[src/rtl/mb_config_loader.sv]
// Memory-bank configuration writer.
// Bitstream words arrive on a valid/ready stream and are assembled into a row
// image (the shadow register). Each finished row is presented on the bit-line
// bus and then committed with a one-hot word-line pulse. Rows go out in order
// from row 0 to row WL_WIDTH-1.
//
// Stream handshake: a word moves when s_valid && s_ready are both high at a
// rising edge of clk. s_ready is high only in LOAD. s_data is ignored
// whenever s_ready is low, so a row never takes more than WORDS words.
module mb_config_loader #(
  parameter int BL_WIDTH   = 514,
  parameter int WL_WIDTH   = 407,
  parameter int DATA_WIDTH = 32,
  parameter int WL_PULSE   = 2
) (
  input  logic                  clk,
  input  logic                  reset,
  input  logic                  start,
  input  logic                  abort,
  input  logic [DATA_WIDTH-1:0] s_data,
  input  logic                  s_valid,
  output logic                  s_ready,
  output logic [BL_WIDTH-1:0]   bl_config_region_0,
  output logic [WL_WIDTH-1:0]   wl_config_region_0,
  output logic                  busy,
  output logic                  done
);

  localparam int WORDS  = (BL_WIDTH + DATA_WIDTH - 1) / DATA_WIDTH;
  localparam int ROW_W  = (WL_WIDTH > 1) ? $clog2(WL_WIDTH) : 1;
  localparam int WORD_W = (WORDS > 1) ? $clog2(WORDS) : 1;
  localparam int PCNT_W = (WL_PULSE > 1) ? $clog2(WL_PULSE) : 1;

  localparam logic [ROW_W-1:0]    LAST_ROW  = ROW_W'(WL_WIDTH - 1);
  localparam logic [WORD_W-1:0]   LAST_WORD = WORD_W'(WORDS - 1);
  localparam logic [PCNT_W-1:0]   LAST_PCNT = PCNT_W'(WL_PULSE - 1);
  localparam logic [WL_WIDTH-1:0] WL_ONE    = WL_WIDTH'(1);

  typedef enum logic [2:0] {
    IDLE  = 3'd0,
    LOAD  = 3'd1,
    SETUP = 3'd2,
    PULSE = 3'd3,
    HOLD  = 3'd4,
    DONE  = 3'd5
  } state_t;

  state_t              state;
  logic [ROW_W-1:0]    row;
  logic [WORD_W-1:0]   word;
  logic [PCNT_W-1:0]   pcnt;
  logic [BL_WIDTH-1:0] shadow;
  logic [BL_WIDTH-1:0] shadow_wr;
  logic                xfer;

  assign xfer = s_valid && s_ready;

  // Shadow image with the incoming word merged into slot `word`; bits of the
  // last word that fall beyond BL_WIDTH have no home and are dropped.
  always_comb begin
    shadow_wr = shadow;
    for (int b = 0; b < BL_WIDTH; b++) begin
      if ((b / DATA_WIDTH) == int'(word)) begin
        shadow_wr[b] = s_data[b % DATA_WIDTH];
      end
    end
  end

  // Sequencer: every output is a register updated together with the state.
  always_ff @(posedge clk or posedge reset) begin
    if (reset) begin
      state              <= IDLE;
      row                <= '0;
      word               <= '0;
      pcnt               <= '0;
      shadow             <= '0;
      s_ready            <= 1'b0;
      bl_config_region_0 <= '0;
      wl_config_region_0 <= '0;
      busy               <= 1'b0;
      done               <= 1'b0;
    end else if (abort) begin
      state              <= IDLE;
      row                <= '0;
      word               <= '0;
      pcnt               <= '0;
      shadow             <= '0;
      s_ready            <= 1'b0;
      bl_config_region_0 <= '0;
      wl_config_region_0 <= '0;
      busy               <= 1'b0;
      done               <= 1'b0;
    end else begin
      case (state)
        IDLE, DONE: begin
          if (start) begin
            state   <= LOAD;
            row     <= '0;
            word    <= '0;
            shadow  <= '0;
            done    <= 1'b0;
            busy    <= 1'b1;
            s_ready <= 1'b1;
          end
        end
        LOAD: begin
          if (xfer) begin
            shadow <= shadow_wr;
            if (word == LAST_WORD) begin
              state              <= SETUP;
              s_ready            <= 1'b0;
              bl_config_region_0 <= shadow_wr;
            end else begin
              word <= word + WORD_W'(1);
            end
          end
        end
        SETUP: begin
          state              <= PULSE;
          pcnt               <= '0;
          wl_config_region_0 <= WL_ONE << row;
        end
        PULSE: begin
          if (pcnt == LAST_PCNT) begin
            state              <= HOLD;
            wl_config_region_0 <= '0;
          end else begin
            pcnt <= pcnt + PCNT_W'(1);
          end
        end
        HOLD: begin
          bl_config_region_0 <= '0;
          if (row == LAST_ROW) begin
            state <= DONE;
            done  <= 1'b1;
            busy  <= 1'b0;
          end else begin
            state   <= LOAD;
            row     <= row + ROW_W'(1);
            word    <= '0;
            s_ready <= 1'b1;
          end
        end
        default: begin
          state <= IDLE;
        end
      endcase
    end
  end

endmodule

[config.mk]
export PLATFORM = sky130hd
export DESIGN_NAME = mb_config_loader
export DESIGN_NICKNAME = d
export VERILOG_FILES = /design/src/rtl/mb_config_loader.sv
export SDC_FILE = /design/constraint.sdc
export NUM_CORES = 2
export LEC_CHECK = 0
export BUFFER_PORTS_ARGS = -buffer_cell sky130_fd_sc_hd__buf_4
export CORE_MARGIN = 5
export CORE_UTILIZATION = 40
export DETAILED_ROUTE_END_ITERATION = 6
export PLACE_DENSITY = 0.7
export REMOVE_ABC_BUFFERS = 1
export SYNTH_ARGS = -nofsm -noshare
export SYNTH_HDL_FRONTEND = slang
export SYNTH_SLANG_ARGS = --single-unit
[constraint.sdc]
create_clock -name clk -period 41.5 [get_ports clk]
set_input_delay 4.15 -clock clk [delete_from_list [all_inputs] [get_ports clk]]
set_output_delay 4.15 -clock clk [all_outputs]
set_load 0.1 [all_outputs]
==> flow_metrics.tcl <==
set metrics [dict create \
    status "complete, no violations" \
    tightestPinTransition_ns 1.422 \
    chipHeight_um 402.6 \
    cts.clk_slew.worst_paths_ns 0.06 \
    std_cell_rows 144 \
    syn_inst 5583 \
    hold_buffers 0 \
    crit_path_end_kind "flop" \
    drt_iter0_drc 5724 \
    cellPowerDensity_nw_per_um2 40.98 \
    synth_edf_count 0 \
    die_w_um 402.6 \
    placedCellCount 8115 \
    portBuffers 960 \
    yosys.cell_types.count 62 \
    worstSetupStartpointType "input pin" \
    cts_tree "done" \
    cts_resized 0 \
    hold_end "wl_config_region_0[188]" \
    dpl_worst_slack_ns 33.51 \
    drv_cap 0 \
    instances_no_fill 8402 \
    dr.pass1.iters 6 \
    top_usage_layer "met2" \
    vias_per_cell 5.967 \
    setup_tns_ns 0 \
    setup_ws_ns 34.11 \
    drive_above_1_share 0.3043 \
    cts.sinks 1456 \
    rsz0062_at_grt "false" \
    grt_max_degree 172 \
    ios 961 \
    worstRegToRegCells 8 \
    final_cell_mix "1,453 x dfrtp_1, 1,265 x nand2_1, 1,079 x buf_4" \
    hold_viol_final 0 \
    setup_viol 0 \
    grt_util_met3 0.09591 \
    yosysTopAreaCell "dfrtp_1" \
    worstPathMaxFanout 100 \
    hold_path_depth 2 \
    ys_seq_area_frac 0.5911 \
    leakagePower_uw 0.03623 \
    clk_latency_ns 0.81 \
    fin_worst_skew_ns 0.04344 \
    post-route-drc-count 0 \
    cts_buffer_depth 3 \
    nFillCells 13580 \
    antenna_found_initial 14 \
    peakVddDrop_mv 0.04200 \
    period_share 0.1780 \
    cts_made_buffers 154 \
    die_area_um2 162000 \
    routabilityCongestion 0.8641 \
    grtUsageMet2 0.4559 \
    post_cts_buffers 0 \
    whs_ns 0.4777 \
    grt_usage 0.3005 \
    relSlewSlack 0.05174 \
    netlist.area_leader.share 0.5911 \
    synth.ff_latch_count 1456 \
    final_nets 6275 \
    crit_required_ns 42.20 \
    yosys_most_used_dff "dfrtp_1" \
    start_util 0.4011 \
    netlist_area_um2 61640 \
    cts_max_level 4 \
    yosys_warnings 0 \
    fin_util 0.4920 \
    min_from "wl_config_region_0[188]" \
    wl_um 251400 \
    synth_area_per_cell_um2 11.04 \
    grt_use_met1 0.3815 \
    r2r_setup_slack_ns 36.24 \
    antenna_left 0 \
    synth_area_leaders "dfrtp_1 59%, a22o_1 9.5%, mux2_2 8.9%" \
    layout_commonest_cell "dfrtp_1" \
    worstPathArrival_ns 8.08 \
    cts_root_buf "clkbuf_16" \
    core_um2 153700 \
    finalCriticalPeriod_ns 7.388 \
    gr-total-overflow 0 \
    num_vias 50140 \
    slew_viol_final 0 \
    max_freq_mhz 135.4 \
    dp_hpwl_um 158600 \
    timing.rr.end "bl_config_region_0[178]" \
    multi_input_area_um2 22960 \
    grt_pass1_vias 49390 \
    wl_per_cell_um 29.92 \
    syn_to_final_growth_pct 22.67 \
    synthArstFlopShare 1.000 \
    reg2reg_from "word[0]" \
    grt_pass1_wl_um 359000 \
    hp-class "flop to flop" \
    worstSetupPathType "input pin to flop" \
    seqCellArea_um2 36440 \
]
cell usage after synthesis, drive strengths merged, types with 7 or more instances:
| cell type | n |
|---|---|
| and3 | 36 |
| dfrtp | 1456 |
| nand4bb | 8 |
| nand2b | 11 |
| o21ai | 263 |
| nor4b | 8 |
| nand3 | 14 |
| mux2 | 516 |
| inv | 11 |
| clkbuf | 337 |
| nand2 | 1265 |
| nor2 | 85 |
| mux2i | 35 |
| or4b | 7 |
| a21oi | 506 |
| nor4bb | 8 |
| ha | 11 |
| buf | 258 |
| a22o | 671 |
sequential cells by signal (all words and copies together), names as in the netlist:
signal / count
bl_config_region_0: 514
busy: 1
done: 1
pcnt: 1
row: 9
s_ready: 1
shadow: 514
state: 3
wl_config_region_0: 407
word: 5
final cells by class:
cell class,instances,area share
timing repair buffer,1083,0.1082
antenna,5,0.0001655
clock buffer,225,0.06033
sequential,1456,0.4819
clock inverter,57,0.01127
tap,2044,0.03382
multi-input combinational,3521,0.3037
inverter,11,0.0006454
per-layer routing:
layer  wire length, µm  vias up
li1                  -    20660
met1             93480    25340
met2            111600     3446
met3             29840      685
met4             16460       10
met5                50        -
critical path: stages:
cell and delay, ns:
buf_4 0.33, a21oi_4 0.70, buf_4 0.83, buf_4 0.88, buf_4 0.73, a22o_1 0.26
power by group:
group | total, µW | internal (µW) | switching, µW
sequential | 1430 | 1420 | 4.92
combinational | 196 | 29.7 | 167
clock | 1470 | 857 | 615
total | 3100 | 2310 | 787
worst max path at each step:
stage,slack [ns],cells past startpoint,from,endpoint
after detailed placement,33.51,6,abort,wl_config_region_0[70]
after CTS,34.39,6,abort,wl_config_region_0[356]
final,34.11,6,abort,wl_config_region_0[356]
after global placement,33.57,7,abort,wl_config_region_0[11]
after global routing,33.98,7,abort,wl_config_region_0[11]
after floorplan,-3.71,1,reset,bl_config_region_0[0]
stage by stage:
| stage | power (µW) | cell area, µm² |
|---|---|---|
| after global placement | 1648 | 70190 |
| after CTS | 3110 | 75600 |
| after floorplan | 1584 | 58980 |
| after detailed placement | 1649 | 70190 |
| after global routing | 3177 | 75600 |
| final | 3099 | 75610 |
cell families after synthesis:
group                      count (synthesis)  synth area share
DFF                                     1456            0.5911
buffers and inverters                    606           0.04387
and+or+nand+nor                         1492           0.09989
xor gates and xnor gates                   1         0.0001421
adders and majority gates                 11          0.002233
muxes                                    551           0.09995
AOI/OAI and AO/OA                       1466            0.1628
Power figures use the tool's default switching activity.
